## src/rtl/seq_alu_if.sv

```systemverilog
// Handshake and data bundle between a producer/consumer and seq_alu.
// The master drives operands and out_ready; the slave (the ALU) drives results.
interface seq_alu_if #(
    parameter int WIDTH = 8
);
    logic                   in_valid;
    logic                   in_ready;
    logic [1:0]             op;
    logic [WIDTH-1:0]       a;
    logic [WIDTH-1:0]       b;
    logic                   out_valid;
    logic                   out_ready;
    logic [2*WIDTH-1:0]     result;
    logic                   div_by_zero;

    modport master (
        output in_valid, op, a, b, out_ready,
        input  in_ready, out_valid, result, div_by_zero
    );

    modport slave (
        input  in_valid, op, a, b, out_ready,
        output in_ready, out_valid, result, div_by_zero
    );
endinterface

```

## src/rtl/seq_alu.sv

```systemverilog
// Sequential unsigned ALU: add/sub and div-by-zero finish in one cycle.
// mul (shift-add) and div (restoring) are bit-serial and take WIDTH cycles.
module seq_alu #(
    parameter int WIDTH = 8
) (
    input  logic      clk,
    input  logic      rst,
    seq_alu_if.slave  bus
);
    localparam int CW = $clog2(WIDTH + 1);

    localparam logic [1:0] OP_ADD = 2'b00;
    localparam logic [1:0] OP_SUB = 2'b01;
    localparam logic [1:0] OP_MUL = 2'b10;
    localparam logic [1:0] OP_DIV = 2'b11;

    typedef enum logic [1:0] {
        IDLE = 2'b00,
        CALC = 2'b01,
        DONE = 2'b10
    } state_t;

    state_t               state_q;
    logic [1:0]           op_q;
    logic [WIDTH-1:0]     opnd_q;
    logic [2*WIDTH-1:0]   acc_q;
    logic [CW-1:0]        cnt_q;
    logic                 in_ready_q;
    logic                 out_valid_q;
    logic                 dbz_q;
    logic [2*WIDTH-1:0]   result_q;

    logic                 fast_d;
    logic                 dbz_d;
    logic [2*WIDTH-1:0]   fast_res_d;
    logic [2*WIDTH-1:0]   calc_init_d;
    logic [WIDTH-1:0]     opnd_d;
    logic [2*WIDTH-1:0]   acc_d;

    // acc holds {partial product high, remaining multiplier bits}; add then shift right.
    function automatic logic [2*WIDTH-1:0] mul_step(
        input logic [2*WIDTH-1:0] p,
        input logic [WIDTH-1:0]   m
    );
        logic [WIDTH:0] sum;
        sum = {1'b0, p[2*WIDTH-1:WIDTH]} + (p[0] ? {1'b0, m} : {(WIDTH+1){1'b0}});
        return {sum, p[WIDTH-1:1]};
    endfunction

    // acc holds {remainder, dividend/quotient}; shift in next dividend bit, trial-subtract.
    function automatic logic [2*WIDTH-1:0] div_step(
        input logic [2*WIDTH-1:0] rq,
        input logic [WIDTH-1:0]   d
    );
        logic [WIDTH:0]   rem_sh;
        logic [WIDTH-1:0] rem_sub;
        rem_sh  = {rq[2*WIDTH-1:WIDTH], rq[WIDTH-1]};
        rem_sub = rem_sh[WIDTH-1:0] - d;
        if (rem_sh >= {1'b0, d}) begin
            return {rem_sub, rq[WIDTH-2:0], 1'b1};
        end else begin
            return {rem_sh[WIDTH-1:0], rq[WIDTH-2:0], 1'b0};
        end
    endfunction

    // Decode an incoming bundle: single-cycle results or the initial serial accumulator.
    always_comb begin
        fast_d      = 1'b0;
        dbz_d       = 1'b0;
        fast_res_d  = {(2*WIDTH){1'b0}};
        calc_init_d = {(2*WIDTH){1'b0}};
        opnd_d      = bus.b;
        case (bus.op)
            OP_ADD: begin
                fast_d     = 1'b1;
                fast_res_d = {{(WIDTH-1){1'b0}}, {1'b0, bus.a} + {1'b0, bus.b}};
            end
            OP_SUB: begin
                fast_d     = 1'b1;
                fast_res_d = {{(WIDTH-1){1'b0}}, {1'b0, bus.a} - {1'b0, bus.b}};
            end
            OP_MUL: begin
                opnd_d      = bus.a;
                calc_init_d = {{WIDTH{1'b0}}, bus.b};
            end
            OP_DIV: begin
                if (bus.b == {WIDTH{1'b0}}) begin
                    fast_d     = 1'b1;
                    dbz_d      = 1'b1;
                    fast_res_d = {bus.a, {WIDTH{1'b1}}};
                end else begin
                    calc_init_d = {{WIDTH{1'b0}}, bus.a};
                end
            end
            default: begin
                fast_d = 1'b0;
            end
        endcase
    end

    // One serial step of whichever long operation is in flight.
    always_comb begin
        if (op_q == OP_MUL) begin
            acc_d = mul_step(acc_q, opnd_q);
        end else begin
            acc_d = div_step(acc_q, opnd_q);
        end
    end

    // Control FSM, operand capture, serial datapath and registered outputs.
    always_ff @(posedge clk) begin
        if (rst) begin
            state_q     <= IDLE;
            op_q        <= 2'b00;
            opnd_q      <= {WIDTH{1'b0}};
            acc_q       <= {(2*WIDTH){1'b0}};
            cnt_q       <= {CW{1'b0}};
            in_ready_q  <= 1'b1;
            out_valid_q <= 1'b0;
            dbz_q       <= 1'b0;
            result_q    <= {(2*WIDTH){1'b0}};
        end else begin
            case (state_q)
                IDLE: begin
                    if (bus.in_valid && in_ready_q) begin
                        op_q       <= bus.op;
                        opnd_q     <= opnd_d;
                        in_ready_q <= 1'b0;
                        if (fast_d) begin
                            state_q     <= DONE;
                            result_q    <= fast_res_d;
                            dbz_q       <= dbz_d;
                            out_valid_q <= 1'b1;
                        end else begin
                            state_q <= CALC;
                            acc_q   <= calc_init_d;
                            cnt_q   <= CW'(WIDTH - 1);
                        end
                    end
                end
                CALC: begin
                    acc_q <= acc_d;
                    if (cnt_q == {CW{1'b0}}) begin
                        state_q     <= DONE;
                        result_q    <= acc_d;
                        dbz_q       <= 1'b0;
                        out_valid_q <= 1'b1;
                    end else begin
                        cnt_q <= cnt_q - {{(CW-1){1'b0}}, 1'b1};
                    end
                end
                DONE: begin
                    // result is held after completion; only the qualifier is cleared.
                    if (bus.out_ready) begin
                        state_q     <= IDLE;
                        out_valid_q <= 1'b0;
                        in_ready_q  <= 1'b1;
                        dbz_q       <= 1'b0;
                    end
                end
                default: begin
                    state_q     <= IDLE;
                    out_valid_q <= 1'b0;
                    in_ready_q  <= 1'b1;
                    dbz_q       <= 1'b0;
                end
            endcase
        end
    end

    assign bus.in_ready    = in_ready_q;
    assign bus.out_valid   = out_valid_q;
    assign bus.result      = result_q;
    assign bus.div_by_zero = dbz_q;
endmodule

```

## src/flat_wrapper.sv

```systemverilog
// flat-port wrapper written by rule: the top's interface ports become plain ports
module seq_alu_flat 
#(
    parameter int WIDTH = 8
)
  (clk, rst, bus_in_valid, bus_op, bus_a, bus_b, bus_out_ready, bus_in_ready, bus_out_valid, bus_result, bus_div_by_zero);
  seq_alu_if #(.WIDTH(WIDTH)) bus_i ();
  input  logic clk;
  input  logic rst;
  input wire logic [$bits(bus_i.in_valid)-1:0] bus_in_valid;
  input wire logic [$bits(bus_i.op)-1:0] bus_op;
  input wire logic [$bits(bus_i.a)-1:0] bus_a;
  input wire logic [$bits(bus_i.b)-1:0] bus_b;
  input wire logic [$bits(bus_i.out_ready)-1:0] bus_out_ready;
  output wire logic [$bits(bus_i.in_ready)-1:0] bus_in_ready;
  output wire logic [$bits(bus_i.out_valid)-1:0] bus_out_valid;
  output wire logic [$bits(bus_i.result)-1:0] bus_result;
  output wire logic [$bits(bus_i.div_by_zero)-1:0] bus_div_by_zero;
  assign bus_i.in_valid = bus_in_valid;
  assign bus_i.op = bus_op;
  assign bus_i.a = bus_a;
  assign bus_i.b = bus_b;
  assign bus_i.out_ready = bus_out_ready;
  assign bus_in_ready = bus_i.in_ready;
  assign bus_out_valid = bus_i.out_valid;
  assign bus_result = bus_i.result;
  assign bus_div_by_zero = bus_i.div_by_zero;
  seq_alu #(.WIDTH(WIDTH)) u_core (.clk(clk), .rst(rst), .bus(bus_i));
endmodule
```

## config.mk

```make
export PLATFORM = sky130hd
export DESIGN_NAME = seq_alu_flat
export DESIGN_NICKNAME = d
export VERILOG_FILES = /design/src/rtl/seq_alu_if.sv /design/src/rtl/seq_alu.sv /design/src/flat_wrapper.sv
export SDC_FILE = /design/constraint.sdc
export NUM_CORES = 1
export LEC_CHECK = 0
export CAP_MARGIN = 20
export CORE_MARGIN = 2
export CORE_UTILIZATION = 23
export CTS_CLUSTER_DIAMETER = 50
export DETAILED_ROUTE_END_ITERATION = 7
export PLACE_DENSITY = 0.42
export SLEW_MARGIN = 10
export SYNTH_ARGS = -nofsm -noshare
export SYNTH_HDL_FRONTEND = slang
export SYNTH_SLANG_ARGS = --single-unit
```

## constraint.sdc

```tcl
create_clock -name clk -period 4.1 [get_ports clk]
set_clock_uncertainty 0.1 [all_clocks]
set_input_delay 0.615 -clock clk [delete_from_list [all_inputs] [get_ports clk]]
set_output_delay 0.615 -clock clk [all_outputs]
set_load 0.1 [all_outputs]
```

==> results of run 1 <==
[logic make-up (layout without fill, tap and decap cells)]
| logic type | after synthesis | in the layout |
|---|---|---|
| XOR/XNOR | 19 | 19 |
| buffers and inverters | 54 | 87 |
| adder cells (fa/ha/maj) | 29 | 29 |
| AND/OR/NAND/NOR | 175 | 175 |
| multiplexers | 15 | 15 |
| AO/OA/AOI/OAI | 148 | 148 |
| flip-flops | 51 | 51 |
[registers in the layout, summed over array words and instances, names as in the netlist]
signal	flops
u_core.acc_q	16
u_core.bus.div_by_zero	1
u_core.bus.in_ready	1
u_core.bus.out_valid	1
u_core.bus.result	16
u_core.cnt_q	4
u_core.op_q	2
u_core.opnd_q	8
u_core.state_q	2
[power by group]
| part | switching (uW) | total, uW | internal [uW] |
|---|---|---|---|
| Sequential | 64.5 | 631 | 567 |
| Combinational | 630 | 962 | 332 |
| Clock | 202 | 492 | 290 |
| Total | 896 | 2090 | 1190 |
[path summary, 6_finish.rpt]
kind	endpoint	slack, ns	from
hold / removal	u_core.bus.result[2]	0.36	u_core.bus.result[2]
hold reg to reg	u_core.bus.result[2]	0.36	u_core.bus.result[2]
setup / recovery	u_core.bus.result[8]	0.46	bus_b[0]
setup reg to reg	u_core.bus.result[15]	1.26	u_core.acc_q[0]
[through the flow]
stage / std cells / total power [uW] / hold WS, ns / util / instance area (sq um)
2_1_floorplan: 491 / 1350 / 0.361 / - / 3770
3_3_place_gp: 732 / 1600 / 0.348 / 0.277 / 4410
3_5_place_dp: 732 / 1610 / 0.349 / 0.277 / 4410
4_1_cts: 740 / 2110 / 0.366 / 0.287 / 4580
5_1_grt: 740 / 2220 / 0.383 / 0.287 / 4580
6_report: 740 / 2090 / 0.364 / 0.287 / 4580
[worst reg2reg max path, stage by stage (launching register included)]
cell	delay, ns
dfxtp_1	0.56
and2_1	0.19
ha_1	0.19
inv_1	0.08
fa_1	0.38
nor2b_1	0.25
o31ai_1	0.17
a21oi_1	0.24
o21ai_0	0.10
a21oi_1	0.12
o21ai_0	0.15
a211oi_1	0.22
[area by class of cell]
type | instances | area share
multi-input cells | 386 | 0.549
clock buffers | 5 | 0.0273
flip-flops and latches | 51 | 0.223
well taps | 216 | 0.0590
inverters | 23 | 0.0188
clock inverters | 3 | 0.0101
repair buffers | 56 | 0.113
[layer usage]
layer  GRT usage  vias up
li1            -     1825
met1       0.188     1686
met2       0.237       83
met3      0.0227       14
met4      0.0477        0
met5           0        -
[cell usage in the layout, fill, tap and decap left out, types with 10 or more instances in the layout]
master / instances
nor2b_1: 10
clkdlybuf4s50_1: 39
a211oi_1: 33
nor3_1: 22
nor2_1: 69
inv_1: 23
a21oi_1: 47
nand2_1: 35
ha_1: 26
mux2i_1: 14
o21ai_0: 21
buf_4: 16
dfxtp_1: 51
xnor2_1: 12
==> metrics, run 1 <==
outcome complete, no violations; WP buf/inv 2; sequential area share after synthesis 0.271; CP Launch Type input pin; slowest CP cell clkdlybuf4s50_1; worst r2r path cells 11; post-route minimum period between 3 and 4 ns; met3 wire len roughly 500 microns; Arrival @ worst endpoint between 3 and 4 ns; fin crit share 0.887; Synth top area share 0.271; Synth Warn # 0; Met2 Wirelength about 5.7 mm; cts repair resizes 0; wire length on met1 roughly 5.8 mm; Fill cells between 1500 and 2000; # port buffers 40; Core Box Area between 15000 and 20000 sq um; worst path cell trace clkdlybuf4s50_1 -> inv_1 -> ha_1 -> or3b_1 -> nor2b_1 -> xnor2_1 -> ha_1 -> o21ai_0 -> a21oi_1 -> o31ai_1 -> or4_1 -> a31oi_1 -> nor2_1 -> a211oi_1; via count approximately 3600; Setup WS pre-CTS approximately 0.17 ns; Post-DRT Antenna Nets 0; IO Pins 41; syn nets ~540; drt pass-1 iters 4; H-tree Lvls 2; number of DRC markers in iteration 0 245; register clock-pin slew on the reported worst setup and hold paths 0.07 ns; Initial Utilization 0.237; register area ~1000 sq um; Site Rows 46; CP top delay family simple AND/OR/NAND/NOR gates; vias in the first global route around 3700; Async S/R FF share, synth 0; main combinational cell family by area after synthesis compound AO/OA/AOI/OAI gates; mux contribution to synthesized area 0.0401; share of cells above drive strength 1 0.0706; Yosys cell types 55; GR Overflow Total 0; top-count cell post-synth nor2_1; highest clock rate 0.275 GHz; Syn-to-layout area delta 21.4%; multi-input logic area between 2000 and 3000 sq um; CP max FO 4; Skew-Pair Late Insertion Delay ~0.3 ns; clk buf depth 2; Max stage delay on crit path between 0.4 and 0.5 ns; die height about 130 microns; vias per cell 4.88; synth top area cells dfxtp_1 27%, ha_1 8.6%, nor2_1 6.9%; Final Max Tran Viols 0; Post-Synth XOR/XNOR Area 0.0441; pwr/cell area between 400 and 500 nW/um^2; Die W 132 microns; slew of the pin with the lowest slew margin 0.984 ns; CTS Hold Bufs 0; Mapped Area around 3800 sq um; cells after synthesis 491; VDD IR-drop max 232 uV; buffers inserted by post-CTS timing repair 0; most frequent cell on the critical path ha_1; max layer used met4; unrepaired setup endpoints after global routing no; Synth Area in Adders 0.102; max_cap viols 0; Critical Path End Type flop; Hold Path Class flop to flop; post-synth top area cell dfxtp_1; Setup violations, final 0; nets roughly 570; GRT Total Usage 0.143; Crit Path Category input pin to flop; buffer type at the clock tree root clkbuf_16; final number of hold-violating endpoints 0; HPWL Detailed about 9.4 mm; n_diodes 0; Avg Synthesized Cell Area roughly 7.7 sq um; largest net degree at the start of global routing 51; Total Die Area 17400 sq um; Final Worst Setup Slack approximately 0.46 ns; CP Data Required Time between 4 and 5 ns; DRC 0; setup TNS 0 ns; Critical Path Stages 14; Hold Crit Depth 2; commonest cells in the netlist 69 x nor2_1, 51 x dfxtp_1, 47 x a21oi_1, 35 x nand2_1, 33 x a211oi_1; global-route wire length before repair 20.1 mm; Synth Area in Simple Gates 0.216; Avg WL per Cell roughly 17 microns; Synth Area in Compound Gates 0.264; drt total wl around 12 mm; GPL Wtd Cong 0.824; cts bufs inserted 5; antenna violations before repair 0; P_leak 0.00168 uW; Post-synth EDFFs 0; CTS tree built; Synth Flop Type dfxtp_1; max_slew headroom 0.344; Clock Sinks between 50 and 60; flops & latches, synth 51
(Power assumes the default switching activity.)
==> inputs of run 2 (changes only) <==
GPL_ROUTABILITY_DRIVEN = 0   (was unset)
==> results of run 2 <==
Final layout, timing and power as in run 1 (identical DEF).
==> inputs of run 3 (changes only) <==
CORE_MARGIN = 5   (was 2)
==> metrics, run 3 (same netlist as run 1, synthesis figures left out) <==
slew of the pin with the lowest slew margin 1.03 ns; register clock-pin slew on the reported worst setup and hold paths approximately 0.070 ns; most frequent cells in the layout 69 x nor2_1, 51 x dfxtp_1, 47 x a21oi_1; worst path cell trace clkdlybuf4s50_1 -> inv_1 -> ha_1 -> or3b_1 -> nor2b_1 -> xnor2_1 -> ha_1 -> o21ai_0 -> a21oi_1 -> o31ai_1 -> or4_1 -> a31oi_1 -> nor2_1 -> a211oi_1; Int Pwr approximately 1200 uW; cts repair resizes 0; VDD IR-drop max between 200 and 250 uV; fin crit share 0.889; outcome complete, no violations; setup TNS 0 ns; Clock Sinks 51; Total Die Area roughly 19000 sq um; Final Max Tran Viols 0; GRT Total Usage 0.127; Initial Utilization 0.236; GR peak layer met2; final number of hold-violating endpoints 0; Non-Filler Instances 739; placed cells approximately 730; Avg WL per Cell 16.7 microns; WP buf/inv 2; CP Data Required Time 4.20 ns; Setup violations, final 0; most frequent cell on the critical path ha_1; antenna violations before repair 0; design area between 4000 and 5000 sq um; GR Overflow Total 0; worst r2r path cells 8; Reg-to-Reg End u_core.bus.result[8]; buffers inserted by post-CTS timing repair 0; Critical Path End Type flop; CTS tree built; die height about 140 microns; IO Pins between 40 and 50; Reg2Reg Setup Slack about 1.3 ns; nets between 500 and 600; via count around 3600; CP Launch Type input pin; slowest CP cell clkdlybuf4s50_1; unrepaired setup endpoints after global routing no; highest clock rate 0.274 GHz; drt pass-1 iters 4; drt total wl 12.3 mm; pwr/cell area around 460 nW/um^2; Post-DRT Antenna Nets 0; H-tree Lvls 2; Max stage delay on crit path 0.46 ns; Arrival @ worst endpoint 3.75 ns; buffer type at the clock tree root clkbuf_16; clk buf depth 2; number of DRC markers in iteration 0 229; global-route wire length before repair between 20 and 25 mm; Site Rows 46; CP max FO 4; Crit Path Category input pin to flop; HPWL Detailed slightly below 10 mm; Placement Cell Area 4400 sq um; HP Start u_core.bus.result[4]; Flop pwr share 0.302; fin util 0.286; cts bufs inserted 5; Worst Hold End u_core.bus.result[4]; CP top delay family simple AND/OR/NAND/NOR gates; Syn-to-layout area delta 21.3%; Comb pwr share 0.461; P_leak roughly 0.0017 uW; max_cap viols 0; met1 track utilization from global routing 0.174; commonest non-fill, non-tap cell in the layout nor2_1; max_slew headroom 0.310; Clock power frac 0.237; Sw Ratio 0.423; switching power approximately 880 uW; vias per cell just under 5; Die W roughly 140 microns; n_diodes 0; met3 GRT Util 0.0207; largest net degree at the start of global routing 51; vias in the first global route approximately 3700; post-route minimum period between 3 and 4 ns; met2 GRT Util 0.207; Core Box Area approximately 16000 sq um; Skew-Pair Late Insertion Delay between 0.2 and 0.3 ns; # port buffers 40; Hold Path Class flop to flop; Reg-to-Reg Start u_core.acc_q[13]; share of cells above drive strength 1 0.0688; DRC 0; Hold Crit Depth 2; CTS Hold Bufs 0
## run 3: stage by stage
stage	setup slack, ns	hold WS, ns	total power (uW)
2_1_floorplan	0.870	0.361	1350
3_3_place_gp	0.220	0.346	1600
3_5_place_dp	0.157	0.348	1610
4_1_cts	0.463	0.368	2110
5_1_grt	0.249	0.406	2230
6_report	0.456	0.365	2090
## run 3: per-layer routing
layer,vias up,routed length (microns)
met2,83,5530
met3,21,485
met5,-,0
li1,1824,-
met4,0,292
met1,1686,6020
## run 3: worst max path at each step
stage,cells after the start,endpoint,from,slack [ns]
after floorplan,13,u_core.bus.result[8],bus_op[0],0.87
after global placement,14,u_core.bus.result[8],bus_b[0],0.22
after global routing,14,u_core.bus.result[8],bus_b[0],0.25
after detailed placement,14,u_core.bus.result[8],bus_b[1],0.16
after CTS,14,u_core.bus.result[8],bus_b[1],0.46
final,14,u_core.bus.result[8],bus_b[0],0.46
## run 3: worst register-to-register path: stages (launching register included)
cell and delay (ns):
dfxtp_1 0.42, ha_1 0.31, a21o_1 0.20, a211o_1 0.32, a211oi_2 0.39, buf_4 0.28
nor3_1 0.07, a211oi_1 0.45, a211oi_1 0.14
## run 3: final cells by class
class	instances	area (sq um)
clock buffer	6	139
clock inverter	2	35.0
fill	1765	11400
inverter	23	86.3
multi-input combinational	386	2520
sequential	51	1020
tap	216	270
timing repair buffer	55	508
## run 3: power groups by stage
stage / sequential, uW / clock, uW / combinational, uW
6_report: 630 / 494 / 962
5_1_grt: 640 / 535 / 1050
4_1_cts: 631 / 511 / 969
3_5_place_dp: 642 / 0 / 965
3_3_place_gp: 642 / 0 / 957
2_1_floorplan: 817 / 0 / 530
